==> config.mk <==
export PLATFORM = sky130hd
export DESIGN_NAME = acc_button_ctrl_flat
export DESIGN_NICKNAME = d
export VERILOG_FILES = /design/src/rtl/acc_button_ctrl_pkg.sv /design/src/rtl/acc_button_ctrl_if.sv /design/src/rtl/acc_button_ctrl_btn_debounce.sv /design/src/rtl/acc_button_ctrl.sv /design/src/flat_wrapper.sv
export SDC_FILE = /design/constraint.sdc
export NUM_CORES = 1
export LEC_CHECK = 0
export ABC_AREA = 1
export BUFFER_PORTS_ARGS = -buffer_cell sky130_fd_sc_hd__buf_2
export CAP_MARGIN = 20
export CORE_MARGIN = 2
export CORE_UTILIZATION = 55
export DETAILED_ROUTE_END_ITERATION = 7
export GPL_TIMING_DRIVEN = 0
export PLACE_DENSITY = 0.7
export SETUP_SLACK_MARGIN = 0.5
export SLEW_MARGIN = 15
export SYNTH_ARGS = -nofsm -noshare
export SYNTH_HDL_FRONTEND = slang
export SYNTH_SLANG_ARGS = --single-unit
==> constraint.sdc <==
create_clock -name clk -period 2 [get_ports clk]
set_clock_uncertainty 0.15 [all_clocks]
set_input_delay 0.1 -clock clk [delete_from_list [all_inputs] [get_ports clk]]
set_output_delay 0.1 -clock clk [all_outputs]
set_load 0.01 [all_outputs]
==> src/rtl/acc_button_ctrl_pkg.sv <==
// Shared types and default timing constants for the accumulator button front-end.
package acc_ctrl_pkg;

  typedef enum logic [1:0] {
    IDLE       = 2'd0,
    HOLD_PLUS  = 2'd1,
    HOLD_MINUS = 2'd2,
    LOCK       = 2'd3
  } state_t;

  localparam int DEF_DEBOUNCE_CYCLES = 4;
  localparam int DEF_REPEAT_DELAY    = 8;
  localparam int DEF_REPEAT_PERIOD   = 4;
  localparam int DEF_CNT_W           = 16;

endpackage

==> src/rtl/acc_button_ctrl_if.sv <==
// Button-side and accumulator-side signals of the button controller.
interface acc_button_ctrl_if;

  logic btn_plus_raw;
  logic btn_minus_raw;
  logic btn_clear_raw;
  logic cmd_plus;
  logic cmd_minus;
  logic cmd_clear;
  logic locked;

  modport master (
    output btn_plus_raw, btn_minus_raw, btn_clear_raw,
    input  cmd_plus, cmd_minus, cmd_clear, locked
  );

  modport slave (
    input  btn_plus_raw, btn_minus_raw, btn_clear_raw,
    output cmd_plus, cmd_minus, cmd_clear, locked
  );

endinterface

==> src/rtl/acc_button_ctrl_btn_debounce.sv <==
// Two-flop synchroniser plus run-length debouncer for one raw push-button;
// emits the clean level and a one-cycle strobe on its rising edge.
module btn_debounce
  import acc_ctrl_pkg::*;
#(
  parameter int DEBOUNCE_CYCLES = DEF_DEBOUNCE_CYCLES,
  parameter int CNT_W           = DEF_CNT_W
) (
  input  logic clk,
  input  logic reset,
  input  logic i_raw,
  output logic o_level,
  output logic o_rise
);

  localparam logic [CNT_W-1:0] LP_LAST = CNT_W'(DEBOUNCE_CYCLES - 1);

  logic             r_sync1;
  logic             r_sync2;
  logic             r_level;
  logic             r_rise;
  logic [CNT_W-1:0] r_cnt;

  always_ff @(posedge clk) begin
    if (reset) begin
      r_sync1 <= 1'b0;
      r_sync2 <= 1'b0;
      r_level <= 1'b0;
      r_rise  <= 1'b0;
      r_cnt   <= '0;
    end else begin
      r_sync1 <= i_raw;
      r_sync2 <= r_sync1;
      r_rise  <= 1'b0;
      // Any sample agreeing with the current level restarts the stability run.
      if (r_sync2 == r_level) begin
        r_cnt <= '0;
      end else if (r_cnt == LP_LAST) begin
        r_level <= r_sync2;
        r_rise  <= r_sync2;
        r_cnt   <= '0;
      end else begin
        r_cnt <= r_cnt + CNT_W'(1);
      end
    end
  end

  assign o_level = r_level;
  assign o_rise  = r_rise;

endmodule

==> src/rtl/acc_button_ctrl.sv <==
// Debounced plus/minus/clear buttons -> mutually exclusive one-cycle accumulator
// commands. Define AUTO_REPEAT_EN to enable auto-repeat while a step button is held.
module acc_button_ctrl
  import acc_ctrl_pkg::*;
#(
  parameter int DEBOUNCE_CYCLES = DEF_DEBOUNCE_CYCLES,
  parameter int REPEAT_DELAY    = DEF_REPEAT_DELAY,
  parameter int REPEAT_PERIOD   = DEF_REPEAT_PERIOD,
  parameter int CNT_W           = DEF_CNT_W
) (
  input logic               clk,
  input logic               reset,
  acc_button_ctrl_if.slave  bus
);

`ifdef AUTO_REPEAT_EN
  localparam bit LP_REP_EN = 1'b1;
`else
  localparam bit LP_REP_EN = 1'b0;
`endif
  // After each repeat pulse the counter restarts part-way so later pulses use the shorter period.
  localparam logic [CNT_W-1:0] LP_REP_LAST   = CNT_W'(REPEAT_DELAY - 1);
  localparam logic [CNT_W-1:0] LP_REP_RELOAD = CNT_W'(REPEAT_DELAY - REPEAT_PERIOD);

  logic w_plus_lvl,  w_plus_rise;
  logic w_minus_lvl, w_minus_rise;
  logic w_clear_lvl, w_clear_rise;
  logic w_rep_fire;

  btn_debounce #(.DEBOUNCE_CYCLES(DEBOUNCE_CYCLES), .CNT_W(CNT_W)) u_db_plus (
    .clk(clk), .reset(reset), .i_raw(bus.btn_plus_raw),
    .o_level(w_plus_lvl), .o_rise(w_plus_rise)
  );

  btn_debounce #(.DEBOUNCE_CYCLES(DEBOUNCE_CYCLES), .CNT_W(CNT_W)) u_db_minus (
    .clk(clk), .reset(reset), .i_raw(bus.btn_minus_raw),
    .o_level(w_minus_lvl), .o_rise(w_minus_rise)
  );

  btn_debounce #(.DEBOUNCE_CYCLES(DEBOUNCE_CYCLES), .CNT_W(CNT_W)) u_db_clear (
    .clk(clk), .reset(reset), .i_raw(bus.btn_clear_raw),
    .o_level(w_clear_lvl), .o_rise(w_clear_rise)
  );

  state_t           r_state;
  logic             r_cmd_plus;
  logic             r_cmd_minus;
  logic             r_cmd_clear;
  logic             r_locked;
  logic [CNT_W-1:0] r_rep_cnt;

  assign w_rep_fire = LP_REP_EN && (r_rep_cnt == LP_REP_LAST);

  always_ff @(posedge clk) begin
    if (reset) begin
      r_state     <= IDLE;
      r_cmd_plus  <= 1'b0;
      r_cmd_minus <= 1'b0;
      r_cmd_clear <= 1'b0;
      r_locked    <= 1'b0;
      r_rep_cnt   <= '0;
    end else begin
      r_cmd_plus  <= 1'b0;
      r_cmd_minus <= 1'b0;
      r_cmd_clear <= 1'b0;
      r_rep_cnt   <= '0;
      case (r_state)
        IDLE: begin
          if (w_clear_rise) begin
            r_cmd_clear <= 1'b1;
            r_state     <= LOCK;
            r_locked    <= 1'b1;
          end else if ((w_plus_rise || w_minus_rise) && w_plus_lvl && w_minus_lvl) begin
            r_state  <= LOCK;
            r_locked <= 1'b1;
          end else if (w_plus_rise) begin
            r_cmd_plus <= 1'b1;
            r_state    <= HOLD_PLUS;
          end else if (w_minus_rise) begin
            r_cmd_minus <= 1'b1;
            r_state     <= HOLD_MINUS;
          end
        end
        HOLD_PLUS: begin
          if (w_clear_rise) begin
            r_cmd_clear <= 1'b1;
            r_state     <= LOCK;
            r_locked    <= 1'b1;
          end else if (!w_plus_lvl) begin
            r_state <= IDLE;
          end else if (w_minus_lvl) begin
            r_state  <= LOCK;
            r_locked <= 1'b1;
          end else if (w_rep_fire) begin
            r_cmd_plus <= 1'b1;
            r_rep_cnt  <= LP_REP_RELOAD;
          end else begin
            r_rep_cnt <= r_rep_cnt + CNT_W'(1);
          end
        end
        HOLD_MINUS: begin
          if (w_clear_rise) begin
            r_cmd_clear <= 1'b1;
            r_state     <= LOCK;
            r_locked    <= 1'b1;
          end else if (!w_minus_lvl) begin
            r_state <= IDLE;
          end else if (w_plus_lvl) begin
            r_state  <= LOCK;
            r_locked <= 1'b1;
          end else if (w_rep_fire) begin
            r_cmd_minus <= 1'b1;
            r_rep_cnt   <= LP_REP_RELOAD;
          end else begin
            r_rep_cnt <= r_rep_cnt + CNT_W'(1);
          end
        end
        default: begin
          if (w_clear_rise) begin
            r_cmd_clear <= 1'b1;
          end else if (!w_plus_lvl && !w_minus_lvl && !w_clear_lvl) begin
            r_state  <= IDLE;
            r_locked <= 1'b0;
          end
        end
      endcase
    end
  end

  assign bus.cmd_plus  = r_cmd_plus;
  assign bus.cmd_minus = r_cmd_minus;
  assign bus.cmd_clear = r_cmd_clear;
  assign bus.locked    = r_locked;

endmodule
==> src/flat_wrapper.sv <==
// flat-port wrapper written by rule: the top's interface ports become plain ports
module acc_button_ctrl_flat import acc_ctrl_pkg::*;
#(
  parameter int DEBOUNCE_CYCLES = DEF_DEBOUNCE_CYCLES,
  parameter int REPEAT_DELAY    = DEF_REPEAT_DELAY,
  parameter int REPEAT_PERIOD   = DEF_REPEAT_PERIOD,
  parameter int CNT_W           = DEF_CNT_W
)
  (clk, reset, bus_btn_plus_raw, bus_btn_minus_raw, bus_btn_clear_raw, bus_cmd_plus, bus_cmd_minus, bus_cmd_clear, bus_locked);
  acc_button_ctrl_if bus_i ();
  input logic clk;
  input logic reset;
  input wire logic [$bits(bus_i.btn_plus_raw)-1:0] bus_btn_plus_raw;
  input wire logic [$bits(bus_i.btn_minus_raw)-1:0] bus_btn_minus_raw;
  input wire logic [$bits(bus_i.btn_clear_raw)-1:0] bus_btn_clear_raw;
  output wire logic [$bits(bus_i.cmd_plus)-1:0] bus_cmd_plus;
  output wire logic [$bits(bus_i.cmd_minus)-1:0] bus_cmd_minus;
  output wire logic [$bits(bus_i.cmd_clear)-1:0] bus_cmd_clear;
  output wire logic [$bits(bus_i.locked)-1:0] bus_locked;
  assign bus_i.btn_plus_raw = bus_btn_plus_raw;
  assign bus_i.btn_minus_raw = bus_btn_minus_raw;
  assign bus_i.btn_clear_raw = bus_btn_clear_raw;
  assign bus_cmd_plus = bus_i.cmd_plus;
  assign bus_cmd_minus = bus_i.cmd_minus;
  assign bus_cmd_clear = bus_i.cmd_clear;
  assign bus_locked = bus_i.locked;
  acc_button_ctrl #(.DEBOUNCE_CYCLES(DEBOUNCE_CYCLES), .REPEAT_DELAY(REPEAT_DELAY), .REPEAT_PERIOD(REPEAT_PERIOD), .CNT_W(CNT_W)) u_core (.clk(clk), .reset(reset), .bus(bus_i));
endmodule
==> flow_summary_export.csv <==
group,metric,value,unit
logic_synthesis,synth_ff_type,"dfxtp_1",
global_route,grt_remaining_overflow,0,
timing,finalCritPeriodShare,73.8,%
cells_and_area,instances_no_fill,582,
timing,rsz0062_at_grt,"true",
pwr,p_int,2.25,mW
drt,vias,2970,
timing,min_period,1.48,ns
global_route,grt_pass1_wl,11300,um
cells_and_area,diodes,0,
pwr,p_comb_share,16.8,%
placed_design,gp_routability_congestion,0.886,
worst_hold_path,min_path_cells,4,
pwr,seqPwrFrac,45.3,%
floorplanning,initial_core_util,57.6,%
critical_path,start_kind,"register",
critical_path,reg2reg_depth,6,
critical_path,r2r_setup_slack,0.52,ns
clocking,htree_levels,3,
clocking,path_clk_slew,0.07,ns
timing,tightest_slew,0.402,ns
logic_synthesis,syn_area,3210,sq um
floorplanning,io_pins,9,
logic_synthesis,syn_inst,465,
floorplanning,core,5570,sq um
pwr,p_switching,802,uW
cells_and_area,drive_above_1_share,22.7,%
critical_path,critPathCaptureType,"register",
outcome,status,"finished, final reports clean",
logic_synthesis,synth-seq-area-share,41.1,%
pwr,p_leak,1.43,nW
cells_and_area,layout_commonest_cell,"nand2_1",
cells_and_area,nets,519,
logic_synthesis,synth-seq-cells,66,
timing,fin_tns_setup,0,ns
clocking,cts_made_buffers,9,
worst_hold_path,hold_class,"in2reg",
drt,firstDrtPassIters,4,
logic_synthesis,synth_cell_types,26,
placed_design,numPortBuffers,8,
floorplanning,rows,27,
pwr,peakVddDrop,0.000714,V
timing,slew_viol_final,0,
flow_run,cap_violations,0,
placed_design,pre_cts_slack,0.241,ns
timing,hold_viol,0,
global_route,grt_start_max_net_pins,11,
global_route,antenna_found_initial,0,
critical_path,crit_required,2.13,ns
timing,fin_ws,0.523,ns
drt,wirelength,6800,um
pwr,pwr-share-clk,37.9,%
timing,max_clock_freq,677,MHz
cells_and_area,layout-area-overhead-vs-synth,24.5,%
logic_synthesis,yosysWarnings,0,
critical_path,r2r-end,"u_core.u_db_plus.r_cnt[12]$_SDFF_PP0_",
worst_hold_path,min_to,"u_core.u_db_clear.o_rise$_SDFF_PP0_",
drt,drt_iter0_drc,153,
placed_design,dp_hpwl,4420,um
clocking,root_buffer,"clkbuf_8",
clocking,clock_latency,0.35,ns
pwr,switching_share,26.2,%
timing,hold_slack,0.0105,ns
logic_synthesis,synthArstFlopShare,0,%
drt,drc,0,
drt,routedWlPerCell,11.7,um
floorplanning,die_y,80.4,um
logic_synthesis,postSynthNetCount,478,
drt,vias_per_cell,5.10,
global_route,grt_pass1_vias,2657,
clocking,clock_path_buffers,2,
clocking,cts.sinks,66,
critical_path,cp.arrival,1.60,ns
global_route,globalRouteTotalUtil,22.3,%
drt,postRouteAntennaNets,0,
pwr,power_density,764,nW/um^2
critical_path,path_class,"reg2reg",
cells_and_area,layout_common_cells,"nand2_1 (85), inv_1 (65), nor2_1 (64)",
critical_path,critPathMaxFanout,6,
logic_synthesis,synth_edf_count,0,
critical_path,r2r-start,"u_core.u_db_plus.r_cnt[1]$_SDFF_PP0_",
logic_synthesis,avgSynthCellArea,6.91,sq um
timing,finalSetupViolCount,0,
floorplanning,die_w,80.4,um
clocking,cts_tree,"yes",
placed_design,placedCellCount,545,
worst_hold_path,hp-start,"reset",
timing,relSlewSlack,73.2,%
floorplanning,die_area,6470,sq um
==> worst max path at each step <==
| stage | endpoint | startpoint |
|---|---|---|
| global route | u_core.r_state[0]$_SDFFE_PP0P_ | u_core.u_db_plus.o_level$_SDFFE_PP0P_ |
| CTS | u_core.u_db_minus.r_cnt[0]$_SDFF_PP0_ | u_core.u_db_minus.r_cnt[10]$_SDFF_PP0_ |
| floorplan | u_core.u_db_plus.r_cnt[10]$_SDFF_PP0_ | u_core.u_db_plus.r_cnt[0]$_SDFF_PP0_ |
| global placement | u_core.u_db_clear.r_cnt[7]$_SDFF_PP0_ | u_core.u_db_clear.r_cnt[0]$_SDFF_PP0_ |
| finish | u_core.u_db_plus.r_cnt[12]$_SDFF_PP0_ | u_core.u_db_plus.r_cnt[1]$_SDFF_PP0_ |
| detailed placement | u_core.u_db_clear.r_cnt[7]$_SDFF_PP0_ | u_core.u_db_clear.r_cnt[0]$_SDFF_PP0_ |
==> worst max-delay path, stage by stage (launching register included) <==
cell and delay [ns]:
dfxtp_4 0.36, ha_4 0.16, nand3_4 0.09, nor2_4 0.19
nand3b_1 0.13, or2_0 0.21, a21oi_1 0.11
==> through the flow <==
stage | util [%] | power [mW] | area [sq um]
floorplan | - | 1.68 | 3210
global placement | 60.0 | 1.74 | 3340
detailed placement | 60.0 | 1.75 | 3340
CTS | 67.7 | 2.96 | 3770
global route | 71.7 | 3.20 | 4000
finish | 71.7 | 3.05 | 4000
==> registers in the layout (all words and copies together) (netlist names), 2 cells and up <==
register,count
u_core.u_db_clear.r_cnt,16
u_core.u_db_minus.r_cnt,16
u_core.u_db_plus.r_cnt,16
u_core.r_state,2
==> power groups by stage <==
stage / combinational, mW / clock [mW] / sequential [mW]
after global routing: 0.579 / 1.24 / 1.39
after global placement: 0.340 / 0 / 1.40
after CTS: 0.403 / 1.18 / 1.38
after detailed placement: 0.342 / 0 / 1.40
final: 0.514 / 1.16 / 1.38
after floorplan: 0.274 / 0 / 1.40
==> metal layers <==
metal / part of all wire [%] / track usage [%] / vias up / wire length [um]
li1: - / - / 1567 / -
met1: 49 / 28.3 / 1344 / 3350
met2: 46 / 36.4 / 43 / 3130
met3: 2.4 / 5.39 / 16 / 165
met4: 2.3 / 8.81 / 0 / 153
met5: 0 / 0 / - / 0
==> synth_stat cells, types with 4 or more instances <==
library cell  count  area share [%]
nand2_1          93              11
nor2_1           76             8.9
inv_1            73             8.5
dfxtp_1          66              41
nand3_1          40             6.2
a21oi_1          28             4.4
nor3_1           21             3.3
nand4_1          18             3.5
xor2_1           12             3.3
ha_1              8             3.1
o21ai_0           6            0.93
a21oi_2           4             1.1
==> logic make-up after synthesis <==
group	synth area share, %
DFF	41.1
buffers and inverters	9.39
xor gates and xnor gates	3.27
AOI/OAI and AO/OA	6.70
and+or+nand+nor	36.4
adders and majority gates	3.12
==> area by class of cell <==
type                       instances  area (sq um)
inverter                          73           277
clock buffer                      13           169
clock inverter                     2          35.0
sequential                        66          1350
buffer                             4          41.3
timing repair buffer              30           228
tap                               72          90.1
fill                             464          1580
multi-input combinational        322          1810
==> what timing repair did <==
item / CTS / global route
hold buffers: 7 / 0
setup endpoints to repair: 41 / 45
pin swaps: 7 / 12
hold endpoints to repair: 6 / 0
gates resized for setup: 29 / 56
cloned: 0 / 1
setup buffers: 7 / 7
Note: power is estimated with default switching activity, not from simulation.
